File: src/rtl/mask_pkg.sv
// Shared types for the mask stream decoder slice.
// Optional feature macro: MASK_THERMO_EN (thermometer masks).
package mask_pkg;

    typedef enum logic {
        MODE_ONEHOT = 1'b0,
        MODE_THERMO = 1'b1
    } mask_mode_e;

    typedef enum logic {
        ST_IDLE   = 1'b0,
        ST_STREAM = 1'b1
    } mask_state_e;

endpackage

File: src/rtl/mask_segment_gen.sv
// Combinational generator for one SegW-bit slice of the expanded mask.
// Global bit b = idx*SegW + j; one-hot sets b == code, thermometer sets b >= code.
// The thermometer compare is only built when MASK_THERMO_EN is defined.
module mask_segment_gen #(
    parameter int unsigned Width = 256,
    parameter int unsigned SegW  = 32,
    localparam int unsigned CodeW = $clog2(Width),
    localparam int unsigned NBeat = Width / SegW,
    localparam int unsigned IdxW  = (NBeat > 1) ? $clog2(NBeat) : 1
) (
    input  logic [CodeW-1:0] code_i,
    input  logic             mode_i,
    input  logic [IdxW-1:0]  idx_i,
    output logic [SegW-1:0]  seg_o
);

    logic [CodeW:0] code_ext;

    assign code_ext = {1'b0, code_i};

`ifndef MASK_THERMO_EN
    logic unused_mode;
    assign unused_mode = mode_i;
`endif

    for (genvar j = 0; j < SegW; j++) begin : g_bit
        logic [CodeW:0] bit_pos;

        assign bit_pos = (CodeW+1)'(idx_i) * (CodeW+1)'(SegW) + (CodeW+1)'(j);

`ifdef MASK_THERMO_EN
        assign seg_o[j] = mode_i ? (bit_pos >= code_ext) : (bit_pos == code_ext);
`else
        assign seg_o[j] = (bit_pos == code_ext);
`endif
    end

endmodule

File: src/rtl/mask_stream_decoder.sv
// Expands a CodeW-bit code into a Width-bit one-hot or thermometer mask and
// streams it as NBeat registered SegW-bit beats over valid/ready.
// Optional feature macro: MASK_THERMO_EN (honour mode_i; otherwise one-hot only).
module mask_stream_decoder
    import mask_pkg::*;
#(
    parameter int unsigned Width = 256,
    parameter int unsigned SegW  = 32,
    localparam int unsigned CodeW = $clog2(Width),
    localparam int unsigned NBeat = Width / SegW,
    localparam int unsigned IdxW  = (NBeat > 1) ? $clog2(NBeat) : 1
) (
    input  logic             clk,
    input  logic             rst_n,
    input  logic [CodeW-1:0] code_i,
    input  logic             mode_i,
    input  logic             code_valid_i,
    output logic             code_ready_o,
    output logic [SegW-1:0]  seg_o,
    output logic [IdxW-1:0]  seg_idx_o,
    output logic             seg_last_o,
    output logic             seg_valid_o,
    input  logic             seg_ready_i,
    output logic             busy_o
);

    mask_state_e      state_q, state_d;
    logic [CodeW-1:0] code_q, code_d;
    mask_mode_e       mode_q, mode_d;
    logic [IdxW-1:0]  idx_q, idx_d;
    logic [SegW-1:0]  seg_q, seg_d;
    logic             last_q, last_d;
    logic             valid_q, valid_d;

    logic             code_acc;
    logic             beat_acc;
    mask_mode_e       mode_in;
    logic [IdxW-1:0]  idx_nxt;
    logic [CodeW-1:0] gen_code;
    mask_mode_e       gen_mode;
    logic [IdxW-1:0]  gen_idx;
    logic [SegW-1:0]  gen_seg;

`ifdef MASK_THERMO_EN
    assign mode_in = mask_mode_e'(mode_i);
`else
    logic unused_mode_i;
    assign unused_mode_i = mode_i;
    assign mode_in       = MODE_ONEHOT;
`endif

    assign beat_acc     = valid_q && seg_ready_i;
    assign code_ready_o = (state_q == ST_IDLE) || (beat_acc && last_q);
    assign code_acc     = code_valid_i && code_ready_o;
    assign idx_nxt      = idx_q + IdxW'(1);

    // A single generator serves both the first beat of a newly accepted code
    // and the following beat of the current mask, so back-to-back masks need
    // no extra cycle.
    assign gen_code = code_acc ? code_i : code_q;
    assign gen_mode = code_acc ? mode_in : mode_q;
    assign gen_idx  = code_acc ? '0 : idx_nxt;

    mask_segment_gen #(
        .Width (Width),
        .SegW  (SegW)
    ) u_seg_gen (
        .code_i (gen_code),
        .mode_i (gen_mode == MODE_THERMO),
        .idx_i  (gen_idx),
        .seg_o  (gen_seg)
    );

    // Next-state and next-beat selection for the stream FSM.
    always_comb begin
        state_d = state_q;
        code_d  = code_q;
        mode_d  = mode_q;
        idx_d   = idx_q;
        seg_d   = seg_q;
        last_d  = last_q;
        valid_d = valid_q;

        if (code_acc) begin
            state_d = ST_STREAM;
            code_d  = code_i;
            mode_d  = mode_in;
            idx_d   = '0;
            seg_d   = gen_seg;
            last_d  = (NBeat == 1);
            valid_d = 1'b1;
        end else if (beat_acc) begin
            if (last_q) begin
                state_d = ST_IDLE;
                idx_d   = '0;
                seg_d   = '0;
                last_d  = 1'b0;
                valid_d = 1'b0;
            end else begin
                idx_d  = idx_nxt;
                seg_d  = gen_seg;
                last_d = (idx_nxt == IdxW'(NBeat - 1));
            end
        end
    end

    // State, latched code and output beat registers.
    always_ff @(posedge clk or negedge rst_n) begin
        if (!rst_n) begin
            state_q <= ST_IDLE;
            code_q  <= '0;
            mode_q  <= MODE_ONEHOT;
            idx_q   <= '0;
            seg_q   <= '0;
            last_q  <= 1'b0;
            valid_q <= 1'b0;
        end else begin
            state_q <= state_d;
            code_q  <= code_d;
            mode_q  <= mode_d;
            idx_q   <= idx_d;
            seg_q   <= seg_d;
            last_q  <= last_d;
            valid_q <= valid_d;
        end
    end

    assign seg_o       = seg_q;
    assign seg_idx_o   = idx_q;
    assign seg_last_o  = last_q;
    assign seg_valid_o = valid_q;
    assign busy_o      = (state_q == ST_STREAM);

endmodule

File: config.mk
export PLATFORM = sky130hd
export DESIGN_NAME = mask_stream_decoder
export DESIGN_NICKNAME = d
export VERILOG_FILES = /design/src/rtl/mask_pkg.sv /design/src/rtl/mask_segment_gen.sv /design/src/rtl/mask_stream_decoder.sv
export SDC_FILE = /design/constraint.sdc
export NUM_CORES = 1
export LEC_CHECK = 0
export CAP_MARGIN = 30
export CORE_UTILIZATION = 50
export DETAILED_ROUTE_END_ITERATION = 16
export GPL_TIMING_DRIVEN = 0
export PLACE_DENSITY = 0.81
export SLEW_MARGIN = 15
export SYNTH_ARGS = -nofsm -noshare
export SYNTH_HDL_FRONTEND = slang
export SYNTH_SLANG_ARGS = --single-unit
export TNS_END_PERCENT = 5
File: constraint.sdc
create_clock -name clk -period 3.6 [get_ports clk]
set_clock_uncertainty 0.05 [all_clocks]
set_input_delay 0.36 -clock clk [delete_from_list [all_inputs] [get_ports clk]]
set_output_delay 0.36 -clock clk [all_outputs]
set_load 0.01 [all_outputs]
# After elaboration in Yosys (flattened, before gate mapping)
# Index checks and enable logic that the tools add are counted.
[op_classes] div_mod_pow=0 bitwise_logic=1 magnitude_cmp=0 reduce_logical=7 multipliers=0 add_sub_neg=32 eq_ne=33 shift=0 muxes=14
[ops] cell="9-bit by 8-bit == test with 1-bit output" n=31
[ops] cell="8-bit by 5-bit adder with 9-bit output, second input constant" n=16
[ops] cell="32-bit 2-to-1 mux" n=3
[ops] cell="8-bit by 4-bit adder with 9-bit output, second input constant" n=8
[ops] cell="8-bit by 3-bit adder with 9-bit output, second input constant" n=4
[ops] cell="8-bit by 2-bit adder with 9-bit output, second input constant" n=2
[ops] cell="3-bit 2-to-1 mux" n=4
[ops] cell="8-bit by 1-bit adder with 9-bit output, second input constant" n=1
[ops] cell="8-bit == test" n=1
[ops] cell="8-bit 2-to-1 mux" n=1
[ops] cell="1-bit 2-to-1 mux" n=6
[ops] cell="2-bit nonzero test" n=2
[ops] cell="3-bit by 1-bit adder with 3-bit output, second input constant" n=1
[ops] cell="3-bit == test, second input constant" n=1
[ops] cell="1-bit logical AND" n=3
[ops] cell="2-bit AND reduction" n=1
[ops] cell="1-bit logical OR" n=1
[ops] cell="1-bit NOT" n=1
[word_totals] latchBits=0 ff_bits=45 rom_bits=0 out_inout_bits=39 ram_bits=0 memories=0

# Logic depth before layout (Yosys ltp)
[depth] ltp_word=10 ltp_mapped=7

# Hierarchy
# From an unflattened synthesis, not the netlist that was laid out.
[hier_totals] cells_unflattened=176 area_unflattened_um2=2107.0
[by_module_without_submodules] module="mask_stream_decoder" cells_each=124 area_each_um2=1806.7 n_inst=1
[by_module_without_submodules] module="mask_segment_gen" cells_each=52 area_each_um2=300.3 n_inst=1

# Least setup slack after synthesis
# Ideal clock, no wire load.
[synth_path] path_kind="register -> register" start="register idx_q[0], in the netlist seg_idx_o[0]" end="register seg_q[26], in the netlist seg_o[26]" path_stages_with_launch=7 arrival_ns=1.646 required_time_ns=3.463 setup_slack_ns=1.817 n_path_buf=0 period_less_slack_ns=1.783 setup_ns=0.087 cell_sequence="dfrtp_1 > inv_1 > ha_1 > xor2_1 > nor3b_4 > a31oi_4 > nor3_1"
[synth_between] elab_chain_cells=7
[synth_lines] element="from (decl)" line_no="mask_stream_decoder.sv:30" source="logic [IdxW-1:0] idx_q, idx_d;"
[synth_lines] element="from (signal assigned)" line_no="mask_stream_decoder.sv:121" source="idx_q <= idx_d;"
[synth_lines] element="3-bit by 1-bit adder with 3-bit output (*)" line_no="mask_stream_decoder.sv:55" source="assign idx_nxt = idx_q + IdxW'(1);"
[synth_lines] element="3-bit 2-to-1 mux (*)" line_no="mask_stream_decoder.sv:62" source="assign gen_idx = code_acc ? '0 : idx_nxt;"
[synth_lines] element="8-bit by 5-bit adder with 9-bit output (*)" line_no="mask_segment_gen.sv:29" source="assign bit_pos = (CodeW+1)'(idx_i) * (CodeW+1)'(SegW) + (CodeW+1)'(j);"
[synth_lines] element="9-bit by 8-bit == test with 1-bit output (*)" line_no="mask_segment_gen.sv:34" source="assign seg_o[j] = (bit_pos == code_ext);"
[synth_lines] element="32-bit 2-to-1 mux" line_no="mask_stream_decoder.sv:93" source="if (last_q) begin"
[synth_lines] element="32-bit 2-to-1 mux" line_no="mask_stream_decoder.sv:92" source="end else if (beat_acc) begin"
[synth_lines] element="32-bit 2-to-1 mux (*)" line_no="mask_stream_decoder.sv:84" source="if (code_acc) begin"
[synth_lines] element="to (signal assigned)" line_no="mask_stream_decoder.sv:122" source="seg_q <= seg_d;"
[synth_lines] element="to (decl)" line_no="mask_stream_decoder.sv:31" source="logic [SegW-1:0] seg_q, seg_d;"
# Mark *: on every way between the ends. The rest lies on a longest branch, timed or not. The select of a mux whose other input is x is not followed.
# A chain may end at the register's enable or synchronous reset.

# Worst setup path in the final report
[layout_path] start="input port seg_ready_i" end="output port code_ready_o"
[layout_between] elab_chain_cells=3
[layout_lines] element="from (decl)" line_no="mask_stream_decoder.sv:23" source="input logic seg_ready_i,"
[layout_lines] element="1-bit logical AND" line_no="mask_stream_decoder.sv:52" source="assign beat_acc = valid_q && seg_ready_i;"
[layout_lines] element="1-bit logical AND" line_no="mask_stream_decoder.sv:53" source="assign code_ready_o = (state_q == ST_IDLE) || (beat_acc && last_q);"
[layout_lines] element="1-bit logical OR" line_no="mask_stream_decoder.sv:53"
[layout_lines] element="to (decl)" line_no="mask_stream_decoder.sv:18" source="output logic code_ready_o,"
# Every way passes these cells.

==> flow_summary.toml <==
[min_path]
min-delay-start = "code_q[7]"
worst_hold_path_type = "flip-flop to flip-flop"
hold_end = "code_q[7]"
holdPathStages = 2

[synth]
synth_edf_count = 0
synth.top_cell.area_share_pct = 54.2
synth_area_mm2 = 0.00208
synth.avg_cell_area_um2 = 9.94
ys_top_cells_by_count = "dfrtp_1, nor2_1, nor3_1"
netlist_instances = 209
synth_flop_cell = "dfrtp_1"
netlist-cell-type-count = 41
async_flop_share_pct = 100
ys_seq_area_share_pct = 54.2
synth_fp_nets = 224
synth_seq_cells = 45
ys_top_cells_by_area = "dfrtp_1, nor3_1, nor2_1"
yosysMostFrequentCell = "dfrtp_1"
synth_top_area_cell = "dfrtp_1"
yosysWarnings = 0

[place]
globalplace.congestion = 0.815
post-dp-hpwl_um = 3530
port_buffers = 50

[routing]
drc = 0
ant_nets = 0
num_vias = 1766
drtIter0Drc = 147
wl_per_cell_um = 15.1
wirelength_um = 4810
dr.pass1.iters = 4
viasPerCell = 5.54

[sta]
worst_slew_pin_slew_ps = 647
setup_violations = 0
max_slew_margin_pct = 56.6
finalSetupTns_ps = 0
finalCriticalPeriod_ps = 2310
final_hold_viol_count = 0
layout_worst_path_cycle_share_pct = 64.2
clock.fmax_mhz = 433
slew_viol_final = 0
rsz0062_at_grt = "no"

[clock_tree]
post_cts_buffers = 0
cts_tree = "done"
post_cts_resized = 0
hold_buffers = 1
cts_buffer_depth = 2
cts-root-buf = "clkbuf_8"
cts_buffers = 5
clk_latency_ps = 300
clk_pin_slew_worst_paths_ps = 80
ctsHtreeMaxLevel = 2
clkSinkCount = 45

[worst_setup_path]
start_kind = "primary input"
cp_top_family = "buffers and inverters"
worstSetupEndpointType = "output pin"
cp_common_cell = "clkdlybuf4s50_1"
critPathMaxFanout = 10
reg2reg_slack_ps = 1600
slowest_delay_ps = 500
crit_buf_inv = 4
timing.rr.end = "seg_o[3]"
rr_startpoint = "seg_idx_o[0]"
arrival_ps = 1900
reg2reg_depth = 6
slowest_stage = "clkdlybuf4s50_1"
crit_required_ps = 3190
path_class = "primary input to output pin"
crit_chain = "clkdlybuf4s50_1 > a21boi_4 > inv_2 > buf_4 > clkdlybuf4s50_1"

[flow_run]
maxCapViolations = 0

[die]
pin_count = 52
dieHeight_um = 66.5
die_w_um = 66.5
dieArea_mm2 = 0.00442
rows = 23
core_area_mm2 = 0.00400
start_util_pct = 52.0

[power_and_ir_drop]
power_density_mw_per_mm2 = 744
ir_worst_vdd_mv = 0.471
p_leak_nw = 1.22

[grt]
grt_max_degree = 27
antenna_found_initial = 0
grt_overflow = 0
grt_pass1_wl_um = 8320
grt_util_all_layers_pct = 25.8
grt_pass1_vias = 1692

[run_status]
status = "completed"

[finish]
syn_to_final_growth_pct = 32.9
multi_input_area_um2 = 883
seq_area_mm2 = 0.00113
drive_gt1_share_pct = 9.67
fillers = 328
antenna_cells = 0
layout.nets = 283
fin_util_pct = 69.1
==> cells by family (layout without fill, tap and decap cells) <==
group                      count (synthesis)  after routing  share of synthesized area, %
AOI/OAI and AO/OA                         31             31                          12.5
xor gates and xnor gates                   4              4                          2.41
adders and majority gates                  2              2                          1.20
buffers and inverters                     15             75                          3.31
DFF                                       45             45                          54.2
muxes                                      2              2                          1.02
and+or+nand+nor                          110            110                          25.3
==> where the power goes <==
group,switching [W],internal (W)
Sequential,0.000123,0.000662
Clock,0.000173,0.000156
Combinational,0.000484,0.000460
==> tightest hold or removal path, delay by kind of cell (launching register included) <==
family	cells	cell delay, ps
simple gates	2	110
flops	1	360
==> state kept, by name (all words and copies together) (netlist names) <==
| signal | flops |
|---|---|
| seg_o | 32 |
| code_q | 8 |
| seg_valid_o | 1 |
| seg_last_o | 1 |
| seg_idx_o | 3 |
==> stage by stage <==
stage	setup slack (ps)	total power, W	instance area [um2]	hold slack [ps]	std cells
6_report	1290	0.00206	2760	452	319
5_1_grt	1230	0.00220	2760	486	319
4_1_cts	1290	0.00207	2760	446	319
3_5_place_dp	1220	0.00174	2660	297	310
3_3_place_gp	933	0.00171	2640	413	309
2_1_floorplan	1820	0.00133	2080	14.4	209
==> worst max path at each step <==
stage                   endpoint  cells past startpoint          from  slack (ps)
floorplan              seg_o[26]                      6  seg_idx_o[0]        1820
detailed placement     seg_o[17]                      7   seg_ready_i        1220
finish              code_ready_o                      5   seg_ready_i        1290
global placement       code_q[6]                      1         rst_n         930
CTS                 code_ready_o                      5   seg_ready_i        1290
global route        code_ready_o                      5   seg_ready_i        1230
==> cell type report <==
class                           count  share of cell area [%]
Clock inverter                      2                   0.498
Multi-Input combinational cell    149                    32.0
Sequential cell                    45                    40.8
Timing Repair Buffer               52                    19.0
Tap cell                           50                    2.26
Buffer                             11                    1.95
Clock buffer                        6                    2.99
Inverter                            4                   0.543
==> layer usage <==
layer | vias up | GRT usage [%] | share of wire [%]
met4 | 0 | 10.4 | 2.6
met3 | 14 | 5.48 | 3.8
li1 | 859 | - | -
met2 | 57 | 39.3 | 48
met1 | 836 | 35.9 | 45
met5 | - | 0 | 0
==> layout by cell type (no fill, tap or decap), types with 3 or more instances in the layout <==
master           Yosys  layout
buf_2                4       5
nor2_1              35      35
dfrtp_1             45      45
clkdlybuf4s50_1      0      49
nand2_1             24      24
o21ai_0              4       4
clkbuf_8             0       6
a21oi_1              3       3
inv_1                3       3
nor3_1              34      34
a221oi_1             4       4
clkbuf_1             4       4
o31ai_1              4       4
a31oi_1              5       5
nand3_1              3       3
nand2b_1             3       3
Note: power is estimated with default switching activity, not from simulation.
==> variant 1, RTL diff (config.mk and constraints unchanged) <==
Put one more register stage on the output `seg_o`, cleared by the reset. The value now appears one clock later. The other outputs are not delayed to match.
--- a/src/rtl/mask_stream_decoder.sv
+++ b/src/rtl/mask_stream_decoder.sv
@@ -24,4 +24,6 @@
     output logic             busy_o
 );
+
+    logic [SegW-1:0] seg_c;
 
     mask_state_e      state_q, state_d;
@@ -126,5 +128,5 @@
     end
 
-    assign seg_o       = seg_q;
+    assign seg_c       = seg_q;
     assign seg_idx_o   = idx_q;
     assign seg_last_o  = last_q;
@@ -132,4 +134,12 @@
     assign busy_o      = (state_q == ST_STREAM);
 
+    always_ff @(posedge clk or negedge rst_n) begin
+        if (!rst_n) begin
+            seg_o <= '0;
+        end else begin
+            seg_o <= seg_c;
+        end
+    end
+
 endmodule
 
Function: changed (Yosys sat finds a counterexample within 4 cycles, from zero or initial values and one cycle with rst_n low).
==> variant 1 against the original RTL <==
- total power is 22% higher
- combinational power down 23%
- area after synthesis grew 39%
- first-iteration DRC count rose by 24%
- clock power increased by 130%
- sequential power grew 34%
- worst setup slack got worse by 100 ps
- final area rose by 35%
- wire length increased by 21%
- sequential cell count grew 32
- critical path type is now register to register
- largest cell class unchanged
==> variant 1: results (changes against the original RTL) <==
ClkCell Share=0.0627 (+0.0278); multi-input combinational area share=0.232 (-0.0877); NonClk Buf Share=0.155 (-0.0548); Non-clock buffers=61 (-3.2%); clock latency on the worst-skew pair=360 ps (+60 ps); Worst VDD drop=0.000417 V (-12%); clock buffers=11 (+5); largest net degree at the start of global routing=64 (+140%); Tot GR Track Use=0.219 (-0.0389); wire per inst=15.5 µm (+2.8%); total wire length=5820 µm (+21%); Non-CTS inverters=9 (+5); post-synthesis mux area share=0 (-0.0102); main area contributors after synthesis=dfrtp_1 67%, a22o_1 4.9%, nand2_1 4.2%; syn_area_per_cell=12.2 µm² (+23%); share of cells above drive strength 1=0.0924 (-0.00425); fillers=446 (+36%); Detailed Route Iter0 Violations=183 (+24%); syn_nets=251 (+12%); R2R setup slack=1190 ps (-410 ps); placed cells=358 (+15%); Placed Area=0.00349 mm² (+31%); # H-tree levels=3 (+1); dpl hpwl=4170 µm (+18%); GP Congestion=0.917 (+13%); clock sink total=77 (+71%); vias=2053 (+16%); post-synthesis adder-cell area fraction=0.00868 (-0.00336); Max-slew headroom=0.647 (+0.0811); Pleak=1.72 nW (+41%); Crit Path Max Fanout=8 (-2); part of the Yosys area used for sequential elements=0.669 (+0.127); Final Cycle Share=0.670 (+0.0283); CTS Buf Count=9 (+4); first-pass GRT wire length=9830 µm (+18%); Nets=313 (+11%); outcome=finished, final reports clean; Place WS=1000 ps (-217 ps); I/O Buffers=49 (-2.0%); Critical Path AT=2630 ps (+730 ps); Compound-Gate Fraction of Synth Area=0.176 (+0.0506); register area=0.00193 mm² (+71%); Multi-Input Combinational=140 (-6.0%)
-- variant 1: cell count changes in the layout (fill, tap and decap cells not counted), moves of 5 or more --
cell / change
o21ai_0: +10
a22o_1: +16
dfrtp_1: +32
nand2_1: +8
clkbuf_8: +5
nor3_1: -27
nor2_1: -23
inv_1: +5
-- variant 1: cell families (layout without fill, tap and decap cells) --
kind of cell               after synthesis  after routing
adders and majority gates                2              2
buffers and inverters                   19             86
AOI/OAI and AO/OA                       69             69
xor gates and xnor gates                 1              1
DFF                                     77             77
and+or+nand+nor                         68             68
-- variant 1: path summary, 6_finish.rpt --
check	endpoint	cells past startpoint	startpoint
worst max-delay path	seg_c[23]$_DFFE_PN0P_	7	seg_idx_o[0]$_DFFE_PN0P_
worst min-delay path	seg_o[31]$_DFF_PN0_	0	seg_c[31]$_DFFE_PN0P_
worst max register to register	seg_c[23]$_DFFE_PN0P_	7	seg_idx_o[0]$_DFFE_PN0P_
worst min register to register	seg_o[31]$_DFF_PN0_	0	seg_c[31]$_DFFE_PN0P_
max in group asynchronous	seg_o[22]$_DFF_PN0_	3	rst_n
min in group asynchronous	code_q[5]$_DFF_PN0_	2	rst_n
-- variant 1: power breakdown --
part | total, mW | switching, mW | internal [mW]
Combinational | 0.726 | 0.427 | 0.299
Clock | 0.740 | 0.312 | 0.427
Sequential | 1.05 | 0.0800 | 0.971
Total | 2.52 | 0.820 | 1.70
-- variant 1: critical path: stages (launching register included) --
cell	delay, ps
dfrtp_1	450
ha_1	270
xnor2_1	290
a2bb2oi_1	330
a32oi_1	150
or3_1	380
buf_6	150
o31ai_1	240
-- variant 1: metal layers --
layer,up-vias,global-route usage,wire [µm]
met4,0,0.102,127
met2,74,0.341,2820
met1,998,0.276,2500
met5,-,0,0
met3,16,0.0788,364
li1,965,-,-
==> variant 2, RTL diff (same settings) <==
Made on the original files. Add a define of `MASK_THERMO_EN`.
--- a/src/rtl/mask_segment_gen.sv
+++ b/src/rtl/mask_segment_gen.sv
@@ -2,4 +2,6 @@
 // Global bit b = idx*SegW + j; one-hot sets b == code, thermometer sets b >= code.
 // The thermometer compare is only built when MASK_THERMO_EN is defined.
+`define MASK_THERMO_EN
+
 module mask_segment_gen #(
     parameter int unsigned Width = 256,
Check against the original RTL: not equivalent (Yosys sat finds a counterexample within 4 cycles, from zero or initial values and one cycle with rst_n low).
==> variant 2 against the original RTL <==
- wire length increased by 77%
- worst setup slack worse by 1100 ps
- sequential cell count grew 1
- clock power increased by 21%
- area after synthesis increased by 29%
- total power rose by 63%
- sequential share of layout area decreased by 7.7 points
- count of clock-buffer cells in the layout unchanged
- final area increased by 26%
- critical endpoint is now seg_o[2]$_DFFE_PN0P_
- largest power group unchanged
==> variant 2: results (changes against the original RTL) <==
fillers=466 (+42%); post-synthesis adder-cell area fraction=0.0233 (+0.0112); first-pass GRT wire length=13300 µm (+59%); dpl hpwl=6150 µm (+74%); routing usage on met3=0.0423 (-0.0125); top cells by count, synth=46 x dfrtp_1, 41 x nand2_1, 14 x inv_1, 14 x nor2_1; metal3 WL=625 µm (+240%); vias=2737 (+55%); sequential power=0.832 mW (+6.0%); Worst VDD drop=0.000827 V (+75%); outcome=finished, final reports clean; largest family of logic cells by synthesized area=compound AO/OA/AOI/OAI gates; register share of total power=0.248 (-0.133); synthesized instance count=285 (+36%); Logic power comb=2.13 mW (+130%); global-route met1 utilization=0.466 (+0.107); post-CTS resize count=5 (+5); part of the Yosys area used for sequential elements=0.429 (-0.113); Nets=363 (+28%); post-synthesis mux area share=0.0359 (+0.0256); Finished Layout Cells=416 (+30%); vias in the first global route=2526 (+49%); Seq cells post-synth=46 (+2.2%); GP Congestion=0.987 (+21%); largest net degree at the start of global routing=29 (+7.4%); syn_nets=303 (+35%); met2 wire len=3850 µm (+66%); Critical Path AT=3600 ps (+1700 ps); Place WS=-853 ps (-2070 ps); Detailed Route Iter0 Violations=277 (+88%); Compound-Gate Fraction of Synth Area=0.249 (+0.124); clock-pin slew on the worst setup and hold paths=100 ps (+20 ps)
## variant 2: area by class of cell
type / instances / area [µm²] / share of cell area
inverter: 16 / 62.6 / 0.0180
timing repair buffer: 54 / 536 / 0.154
clock buffer: 6 / 72.6 / 0.0208
buffer: 15 / 73.8 / 0.0212
tap: 70 / 87.6 / 0.0252
clock inverter: 2 / 37.5 / 0.0108
multi-input combinational: 207 / 1460 / 0.419
sequential: 46 / 1150 / 0.331
## variant 2: final timing paths
| path | from | end | slack (ps) |
|---|---|---|---|
| max | code_valid_i | seg_o[2]$_DFFE_PN0P_ | 170 |
| min | seg_ready_i | seg_idx_o[0]$_DFFE_PN0P_ | 420 |
| max reg2reg | seg_valid_o$_DFFE_PN0P_ | seg_o[2]$_DFFE_PN0P_ | 340 |
| min reg2reg | seg_o[3]$_DFFE_PN0P_ | seg_o[3]$_DFFE_PN0P_ | 440 |
| max in group asynchronous | rst_n | seg_o[25]$_DFFE_PN0P_ | 2520 |
| min in group asynchronous | rst_n | seg_last_o$_DFFE_PN0P_ | 480 |
